$ cat config.mk
export PLATFORM = sky130hd
export DESIGN_NAME = lms_ctr_onchip_mem_arbiter
export DESIGN_NICKNAME = d
export VERILOG_FILES = /design/src/rtl/lms_ctr_onchip_mem_arbiter.sv
export SDC_FILE = /design/constraint.sdc
export NUM_CORES = 1
export LEC_CHECK = 0
export ABC_AREA = 1
export CAP_MARGIN = 20
export CELL_PAD_IN_SITES_DETAIL_PLACEMENT = 1
export CELL_PAD_IN_SITES_GLOBAL_PLACEMENT = 1
export CORE_MARGIN = 10
export CORE_UTILIZATION = 14
export DETAILED_ROUTE_END_ITERATION = 16
export PLACE_DENSITY_LB_ADDON = 0.2
export SYNTH_ARGS = -nofsm -noshare
export SYNTH_HDL_FRONTEND = slang
export SYNTH_SLANG_ARGS = --single-unit
$ cat constraint.sdc
create_clock -name clk -period 3.3 [get_ports clk]
set_input_delay 0.66 -clock clk [delete_from_list [all_inputs] [get_ports clk]]
set_output_delay 0.66 -clock clk [all_outputs]
set_load 0.05 [all_outputs]
$ cat src/rtl/lms_ctr_onchip_mem_arbiter.sv
// ---------------------------------------------------------------------------
// lms_ctr_onchip_mem_arbiter
//
// Two-master round-robin arbiter in front of the single-port on-chip RAM.
// Master 0 is the NIOS data master and master 1 is the FPGA-side helper
// master. A granted transfer is accepted in the same cycle with no wait
// states. Read data comes back from the RAM one cycle after the read is
// issued and is tagged to the master that issued it.
//
// Fairness: while the other master is requesting, the current owner keeps
// the port for at most MAX_HOLD consecutive grants. With no contention the
// owner keeps the port for as long as it keeps requesting.
//
// Ports
//   clk                  system clock, rising edge
//   reset                asynchronous active-high reset
//   m{0,1}_address       word address from the master
//   m{0,1}_byteenable    byte enables from the master
//   m{0,1}_read          read request
//   m{0,1}_write         write request (takes priority over a read)
//   m{0,1}_writedata     write data
//   m{0,1}_waitrequest   1 = request not accepted this cycle
//   m{0,1}_readdata      shared read data bus, qualified by readdatavalid
//   m{0,1}_readdatavalid one-cycle pulse returning that master's read data
//   mem_address          RAM address
//   mem_byteenable       RAM byte enables
//   mem_chipselect       RAM chipselect, high only on an accepted transfer
//   mem_write            RAM write strobe
//   mem_writedata        RAM write data
//   mem_clken            RAM clock enable, low while reset is asserted
//   mem_readdata         RAM read data, valid the cycle after a read
// ---------------------------------------------------------------------------
module lms_ctr_onchip_mem_arbiter #(
  parameter int ADDR_W   = 10,
  parameter int DATA_W   = 32,
  parameter int MAX_HOLD = 4
) (
  input  logic                clk,
  input  logic                reset,

  input  logic [ADDR_W-1:0]   m0_address,
  input  logic [DATA_W/8-1:0] m0_byteenable,
  input  logic                m0_read,
  input  logic                m0_write,
  input  logic [DATA_W-1:0]   m0_writedata,
  output logic                m0_waitrequest,
  output logic [DATA_W-1:0]   m0_readdata,
  output logic                m0_readdatavalid,

  input  logic [ADDR_W-1:0]   m1_address,
  input  logic [DATA_W/8-1:0] m1_byteenable,
  input  logic                m1_read,
  input  logic                m1_write,
  input  logic [DATA_W-1:0]   m1_writedata,
  output logic                m1_waitrequest,
  output logic [DATA_W-1:0]   m1_readdata,
  output logic                m1_readdatavalid,

  output logic [ADDR_W-1:0]   mem_address,
  output logic [DATA_W/8-1:0] mem_byteenable,
  output logic                mem_chipselect,
  output logic                mem_write,
  output logic [DATA_W-1:0]   mem_writedata,
  output logic                mem_clken,
  input  logic [DATA_W-1:0]   mem_readdata
);

  localparam int BE_W  = DATA_W / 8;
  localparam int CNT_W = $clog2(MAX_HOLD + 1);

  localparam logic [CNT_W-1:0] CNT_MAX  = CNT_W'(MAX_HOLD);
  localparam logic [CNT_W-1:0] CNT_ONE  = CNT_W'(1);
  localparam logic [CNT_W-1:0] CNT_ZERO = '0;

  typedef enum logic [1:0] {
    IDLE = 2'd0,
    OWN0 = 2'd1,
    OWN1 = 2'd2
  } state_t;

  // -------------------------------------------------------------------------
  // Master-side signals gathered into arrays so the grant mux and the
  // per-master outputs can be written once for both masters.
  // -------------------------------------------------------------------------
  logic [ADDR_W-1:0] addr_arr  [2];
  logic [BE_W-1:0]   be_arr    [2];
  logic [DATA_W-1:0] wdata_arr [2];
  logic [1:0]        rd_vec;
  logic [1:0]        wr_vec;
  logic [1:0]        req;
  logic [1:0]        wait_vec;
  logic [1:0]        valid_vec;

  assign addr_arr[0]  = m0_address;
  assign addr_arr[1]  = m1_address;
  assign be_arr[0]    = m0_byteenable;
  assign be_arr[1]    = m1_byteenable;
  assign wdata_arr[0] = m0_writedata;
  assign wdata_arr[1] = m1_writedata;
  assign rd_vec       = {m1_read, m0_read};
  assign wr_vec       = {m1_write, m0_write};

  // -------------------------------------------------------------------------
  // State
  // -------------------------------------------------------------------------
  state_t           state_reg, state_next;
  logic [CNT_W-1:0] cnt_reg, cnt_next;
  logic             rr_reg, rr_next;       // master preferred on a tie in IDLE
  logic             rd_pend_reg;           // a read was issued last cycle
  logic             rd_id_reg;             // ...by this master

  // Grant decision (from next-state logic) and its reset-qualified form
  logic             gnt_valid;
  logic             gnt_id;
  logic             gnt_ok;
  logic             rd_accept;

  // -------------------------------------------------------------------------
  // Process 1: state register. The read pipe is cleared on reset so a read
  // that was in flight never produces a readdatavalid pulse.
  // -------------------------------------------------------------------------
  always_ff @(posedge clk or posedge reset) begin
    if (reset) begin
      state_reg   <= IDLE;
      cnt_reg     <= CNT_ZERO;
      rr_reg      <= 1'b0;
      rd_pend_reg <= 1'b0;
      rd_id_reg   <= 1'b0;
    end else begin
      state_reg   <= state_next;
      cnt_reg     <= cnt_next;
      rr_reg      <= rr_next;
      rd_pend_reg <= rd_accept;
      rd_id_reg   <= gnt_id;
    end
  end

  // -------------------------------------------------------------------------
  // Process 2: grant decision and next state.
  // 'cont' marks a grant that continues the current ownership; only those
  // advance the hold counter, a change of owner restarts it at one.
  // -------------------------------------------------------------------------
  logic own_id;
  logic cont;

  always_comb begin
    gnt_valid  = 1'b0;
    gnt_id     = 1'b0;
    cont       = 1'b0;
    own_id     = (state_reg == OWN1);
    state_next = IDLE;
    cnt_next   = CNT_ZERO;
    rr_next    = rr_reg;

    unique case (state_reg)
      IDLE: begin
        if (req[0] && req[1]) begin
          gnt_valid = 1'b1;
          gnt_id    = rr_reg;
        end else if (req[0]) begin
          gnt_valid = 1'b1;
          gnt_id    = 1'b0;
        end else if (req[1]) begin
          gnt_valid = 1'b1;
          gnt_id    = 1'b1;
        end
      end

      OWN0, OWN1: begin
        // The owner keeps the port unless the other master is waiting and
        // the owner has already used up its MAX_HOLD grants.
        if (req[own_id] && (!req[~own_id] || (cnt_reg < CNT_MAX))) begin
          gnt_valid = 1'b1;
          gnt_id    = own_id;
          cont      = 1'b1;
        end else if (req[~own_id]) begin
          gnt_valid = 1'b1;
          gnt_id    = ~own_id;
        end
      end

      default: begin
        gnt_valid = 1'b0;
      end
    endcase

    if (gnt_valid) begin
      state_next = gnt_id ? OWN1 : OWN0;
      if (cont) begin
        // Saturate so a lone master streaming forever cannot wrap the count
        cnt_next = (cnt_reg == CNT_MAX) ? cnt_reg : (cnt_reg + CNT_ONE);
      end else begin
        cnt_next = CNT_ONE;
      end
      rr_next = ~gnt_id;
    end
  end

  // -------------------------------------------------------------------------
  // Process 3: outputs. Nothing is granted while reset is held, so both
  // masters see waitrequest and the RAM sees no chipselect.
  // -------------------------------------------------------------------------
  always_comb begin
    gnt_ok         = gnt_valid & ~reset;
    mem_chipselect = gnt_ok;
    mem_write      = gnt_ok & wr_vec[gnt_id];
    mem_address    = addr_arr[gnt_id];
    mem_byteenable = be_arr[gnt_id];
    mem_writedata  = wdata_arr[gnt_id];
    mem_clken      = ~reset;
    // A read that arrives together with a write is dropped: the write wins
    rd_accept      = gnt_ok & rd_vec[gnt_id] & ~wr_vec[gnt_id];
  end

  // -------------------------------------------------------------------------
  // Per-master request, waitrequest and read-return qualification
  // -------------------------------------------------------------------------
  for (genvar gi = 0; gi < 2; gi++) begin : g_master
    assign req[gi]       = rd_vec[gi] | wr_vec[gi];
    assign wait_vec[gi]  = ~(gnt_ok && (gnt_id == 1'(gi)));
    assign valid_vec[gi] = rd_pend_reg && (rd_id_reg == 1'(gi));
  end

  assign m0_waitrequest   = wait_vec[0];
  assign m1_waitrequest   = wait_vec[1];
  assign m0_readdatavalid = valid_vec[0];
  assign m1_readdatavalid = valid_vec[1];

  // RAM read data fans out unregistered; readdatavalid says whose it is
  assign m0_readdata      = mem_readdata;
  assign m1_readdata      = mem_readdata;

endmodule

==> metrics, run 1 <==
status complete, no violations; vias per cell roughly 3.7; worst path arrival time 2.53 ns; post-detail-place hpwl 6.814 mm; 1st-iter DRT viols 60; worst-path maximum fanout 15; critical path's top delay family buffers and inverters; Tmin final 3.189 ns; antenna-violating nets left 0; CTS tree done; power density over the cells 1428 nW/um2; Placement Setup Slack 0.1161 ns; hold crit path type reg2reg; Crit path buffers/inverters 4; first-pass GRT wire length 11.68 mm; Starting Density 14.30%; Syn Inst Count 283; Pleak between 1.5 and 2 nW; R2R Path Start state_reg[0]; Port Buf Inserts 150; First-pass DRT Iterations 4; Pins Over Slew Limit 0; largest net degree at the start of global routing 32; RSZ-0062 raised after global routing true; worst endpoint required time between 2 and 3 ns; Util after Layout between 30 and 40%; Worst path slowest cell clkdlybuf4s50_1; filler cell count 1385; vias in the first global route 2212; Primary FF master, synth dfrtp_1; initial antenna violation count 0; Hold Startpoint rr_reg; most frequent cells in the layout nand2_1, clkdlybuf4s50_1, buf_12; # rows 39; clk_skew 0.0004735 ns; Crit. End Element output port; ANT cells 0; Mapped Area 1640 um2; # DRC 0; Die X 128.2 um; EDFF count, synth 0; Worst Reg2Reg Path Length in Cells 13; Synth Net Count 418; Worst Setup SP m0_write; register bit count reported by yosys 8; Post-synth ARST share 100.0%; CTS Buf Count 3; max FFs per register 3; die height 128.2 um; area share of the largest cell type after synthesis 32.49%; Routed WL 7.917 mm; boundary pin count 247; peak supply drop 0.0007021 V; final setup fails 0; placer congestion estimate 0.7117; Skew-Pair Late Insertion Delay 0.23 ns; DR vias 1902; root buffer cell clkbuf_16; Synth warnings 0; cell taking the most area after synthesis nand2_1; CTS Sinks 8; post-CTS setup buffer count 0; P&R area growth vs syn 110.6%; max cap viols 0; Rel. slew slack 64.11%; Netlist cell types 25; crit path kind in2out; worst setup margin 0.1105 ns; worst hold path depth 2; total global-route track usage 8.789%; Core ar. 11470 um2; Seq/Total Area, Yosys 12.20%; gr ovfl total 0; Max clock buf depth 2; commonest non-fill, non-tap cell in the layout nand2_1; synth top area cells nand2_1, buf_4, dfrtp_1; Pwr Total 4.934 mW; measured slew at the worst slew-check pin 0.5367 ns; critical path's largest stage delay 0.56 ns; layout cells sized above 1 21.89%; mean area per synthesized cell 5.796 um2; drt wl/cell 15.43 um; Final Hold Vio Count 0; Cell Chain, Critical Path clkdlybuf4s50_1, nor2_2, nand2_2, nand3_2, a21oi_1, nand2_1, nand2_2, nand2_4, inv_2, clkbuf_16, nand2_1, nand2_1, buf_12; Tcrit/Tclk final 96.65%; Die Area 16450 um2; CTS HTree Levels 1; FMAX around 310 MHz; Reg clk slew, reported paths 0.04 ns; Crit path top cell by count nand2_1; Crit path depth 13; hold_ws approximately 0.50 ns; Layout Nets 507; Setup crit start kind input pin
-- where the power goes --
group / switching (mW) / total, mW / leakage (nW) / internal (mW)
sequential: 0.0251 / 0.168 / 0.102 / 0.143
combinational: 2.58 / 4.56 / 1.51 / 1.98
clock: 0.0464 / 0.203 / 0.0370 / 0.156
total: 2.66 / 4.93 / 1.64 / 2.28
-- metal layers --
metal	up-vias	global-route usage, %	wire length [um]	part of all wire (%)
met5	-	0	0	0
met4	0	2.517	148	1.9
met3	19	5.873	1288	16
met2	113	14.18	3619	46
met1	808	9.113	2861	36
li1	962	-	-	-
-- Yosys cell counts (2+ instances only) --
| cell | count |
|---|---|
| a21oi_1 | 3 |
| buf_2 | 5 |
| buf_4 | 64 |
| buf_6 | 2 |
| clkbuf_1 | 2 |
| dfrtp_1 | 8 |
| ha_1 | 5 |
| inv_1 | 15 |
| nand2_1 | 142 |
| nand2_2 | 12 |
| nand3_1 | 5 |
| nor2_1 | 3 |
| nor2_2 | 2 |
| o211ai_1 | 2 |
| o21ai_0 | 3 |
-- tightest hold or removal path: stages (launching register included) --
cell	delay (ns)
dfrtp_1	0.36
nand2_1	0.06
nand2_1	0.05
-- worst paths after layout --
kind / endpoint / slack (ns)
worst max-delay path: mem_writedata[21] / 0.11
worst min-delay path: rr_reg / 0.50
worst max register to register: rd_pend_reg / 1.35
worst min register to register: rr_reg / 0.50
max in group asynchronous: cnt_reg[0] / 2.30
min in group asynchronous: rd_id_reg / 0.67
-- area by class of cell --
class,count,area [um2],share of cell area (%)
Timing Repair Buffer,158,2102,60.85
Multi-Input combinational cell,185,838.3,24.27
Sequential cell,8,200.2,5.795
Tap cell,143,178.9,5.179
Clock buffer,3,75.07,2.173
Inverter,16,60.06,1.739
-- stage by stage --
stage	std cells	setup TNS (ns)	area (um2)
global placement	509	0	3349
floorplan	283	0	1644
detailed placement	509	0	3349
global route	513	-0.04920	3455
finish	513	0	3455
CTS	512	0	3425
-- kinds of logic (layout without fill, tap and decap cells) --
group	count (synthesis)	count (layout)	share of synthesized area, %
AND/OR/NAND/NOR	167	167	41.72
buffers and inverters	90	177	37.22
AO/OA/AOI/OAI	12	12	4.500
flip-flops	8	8	12.20
adder cells (fa/ha/maj)	5	5	3.814
XOR/XNOR	1	1	0.5340
-- repair_timing --
action                     4_1_cts  5_1_grt
gates resized for setup          0        1
hold buffers                     0        0
setup endpoints to repair        0       30
hold endpoints to repair         0        0
Note: power is estimated with default switching activity, not from simulation.
==> inputs of run 2 (changes only) <==
--- a/config.mk
+++ b/config.mk
@@ -12,7 +12,8 @@
 export CORE_MARGIN = 10
 export CORE_UTILIZATION = 14
 export DETAILED_ROUTE_END_ITERATION = 16
-export PLACE_DENSITY_LB_ADDON = 0.2
+export PLACE_DENSITY = 0.88
+export SKIP_LAST_GASP = 1
 export SYNTH_ARGS = -nofsm -noshare
 export SYNTH_HDL_FRONTEND = slang
 export SYNTH_SLANG_ARGS = --single-unit
==> run 2 against run 1 <==
  * Power down 1.7%
  * Via count rose by 6.0%
  * Critical path depth up 1
  * Die area unchanged
  * Sequential share of layout area up 0.057 points
  * Register-to-register slack improved by 0.04 ns
  * Core utilization is 0.29 points lower
  * Combinational power fell by 2%
  * Sequential power up 4%
  * Critical endpoint is now mem_address[3]
  * Hold slack improved by 0.0038 ns
  * Highest routed layer unchanged
  * Setup slack improved by 0.010 ns
  * Largest power group unchanged
  * Clock power shrank 2%
==> metrics, run 2 (synthesized netlist as in run 1, its figures left out) <==
status complete, no violations; filler cell count 1375; max cap viols 0; crit path capture mem_address[3]; layout cells sized above 1 21.68%; setup_tns 0 ns; measured slew at the worst slew-check pin about 0.54 ns; Routed WL 7.908 mm; R2R Path Start state_reg[0]; commonest non-fill, non-tap cell in the layout nand2_1; switching portion of total power a little over half; P&R area growth vs syn 108.5%; FMAX 314.5 MHz; Cell Chain, Critical Path clkdlybuf4s50_1, nor2_2, nand2_1, nand3_2, nand2_1, nand2_1, nand2_1, nand2_2, nand2_4, inv_2, buf_12, nand2_1, nand2_1, buf_12; boundary pin count 247; Pleak 1.646 nW; Final Hold Vio Count 0; Worst Reg2Reg Path Length in Cells 14; Area after DPL 3324 um2; design area roughly 3400 um2; combinational share of power 92.3%; Pins Over Slew Limit 0; fin cells 512; Setup crit start kind input pin; Die X 128.2 um; register area 200.2 um2; cell count after placement 509; critical path's top delay family simple AND/OR/NAND/NOR gates; multi-input logic area 838.3 um2; 1st-iter DRT viols 44; DR vias 2017; Int Pwr 2.206 mW; die height 128.2 um; Rel. slew slack between 60 and 70%; Flop pwr share 3.6%; Pwr Total 4.852 mW; CTS Buf Count 3; CTS HTree Levels 1; largest net degree at the start of global routing 32; Tmin final 3.179 ns; peak supply drop 0.0006909 V; hold_ws around 0.5 ns; Layout Nets 506; Tcrit/Tclk final 96.34%; Crit path top cell by count nand2_1; Worst Setup SP m1_write; post-detail-place hpwl 7.106 mm; Crit path buffers/inverters 4; Worst R2R Setup Slack 1.39 ns; power density over the cells 1418 nW/um2; final setup fails 0; vias in the first global route 2337; Core ar. 11470 um2; placer congestion estimate 0.8018; vias per cell 3.939; worst path arrival time 2.52 ns; critical path's largest stage delay between 0.4 and 0.5 ns; hold crit path type reg2reg; first-pass GRT wire length around 12 mm; Crit path depth 14; Worst path slowest cell clkdlybuf4s50_1; reg2reg end rd_pend_reg; Reg clk slew, reported paths 0.03 ns; Die Area 16450 um2; crit path kind in2out; CTS tree done; Skew-Pair Late Insertion Delay about 0.23 ns; RSZ-0062 raised after global routing false; # rows 39; # DRC 0; CTS Sinks 8; ANT cells 0; clk_skew 0.002495 ns; cts hold-fix bufs 0; gr ovfl total 0; max FFs per register 3; initial antenna violation count 0; Port Buf Inserts 150; most frequent cells in the layout nand2_1, clkdlybuf4s50_1, buf_12; Crit. End Element output port; drt wl/cell around 15 um; worst-path maximum fanout 31; root buffer cell clkbuf_16; worst endpoint required time 2.64 ns; total global-route track usage 8.844%; Starting Density 14.30%; First-pass DRT Iterations 5; Psw 2.646 mW; Max clock buf depth 2; antenna-violating nets left 0; part of the power in the clock network 4.1%
==> run 2: cell count changes in the layout (fill, tap and decap cells not counted), sizes merged <==
cell	before	now
dlymetal6s2s	0	2
clkdlybuf4s50	99	97
clkbuf	4	3
==> run 2: cell type report <==
type                       instances  share of cell area, %
tap                              143                  5.230
multi-input combinational        185                  24.51
inverter                          16                  1.756
clock buffer                       3                  2.195
sequential                         8                  5.852
timing repair buffer             157                  60.46
==> run 2: worst min-delay path, cell delays in order, from the launching register on <==
cell and delay (ns):
dfrtp_1 0.36, nand2_1 0.06, nand2_1 0.05
==> run 2: worst min-delay path by stage <==
stage / slack (ns) / end / start / cells after the start
global placement: 0.49 / rr_reg / rr_reg / 2
floorplan: 0.45 / rr_reg / rr_reg / 2
global route: 0.53 / rr_reg / rr_reg / 2
finish: 0.51 / rr_reg / rr_reg / 2
CTS: 0.52 / rr_reg / rr_reg / 2
detailed placement: 0.51 / rr_reg / rr_reg / 2
==> run 2: power groups by stage <==
stage	clock network [mW]	registers [mW]	logic, mW
after floorplan	0	0.163	2.51
after CTS	0.202	0.175	4.53
after detailed placement	0	0.177	4.52
final	0.199	0.174	4.48
after global placement	0	0.171	4.43
after global routing	0.209	0.180	4.74
==> run 2: metrics by stage <==
step,utilization (%),setup slack [ns]
after floorplan,-,0.2596
after global placement,28.99,0.1477
after detailed placement,28.99,0.06212
after CTS,29.65,0.06120
after global routing,29.83,0.001031
final,29.83,0.1208
==> run 2: layer usage <==
layer | vias up | GRT usage, % | share of wire [%]
li1 | 959 | - | -
met1 | 892 | 8.161 | 33
met2 | 134 | 15.70 | 49
met3 | 32 | 4.549 | 13
met4 | 0 | 4.305 | 3.8
met5 | - | 0 | 0
==> run 2: what timing repair did <==
item,CTS,global route
setup endpoints to repair,0,42
endpoints found under the hold margin,0,0
gates resized for setup,0,6
buffers inserted,0,0
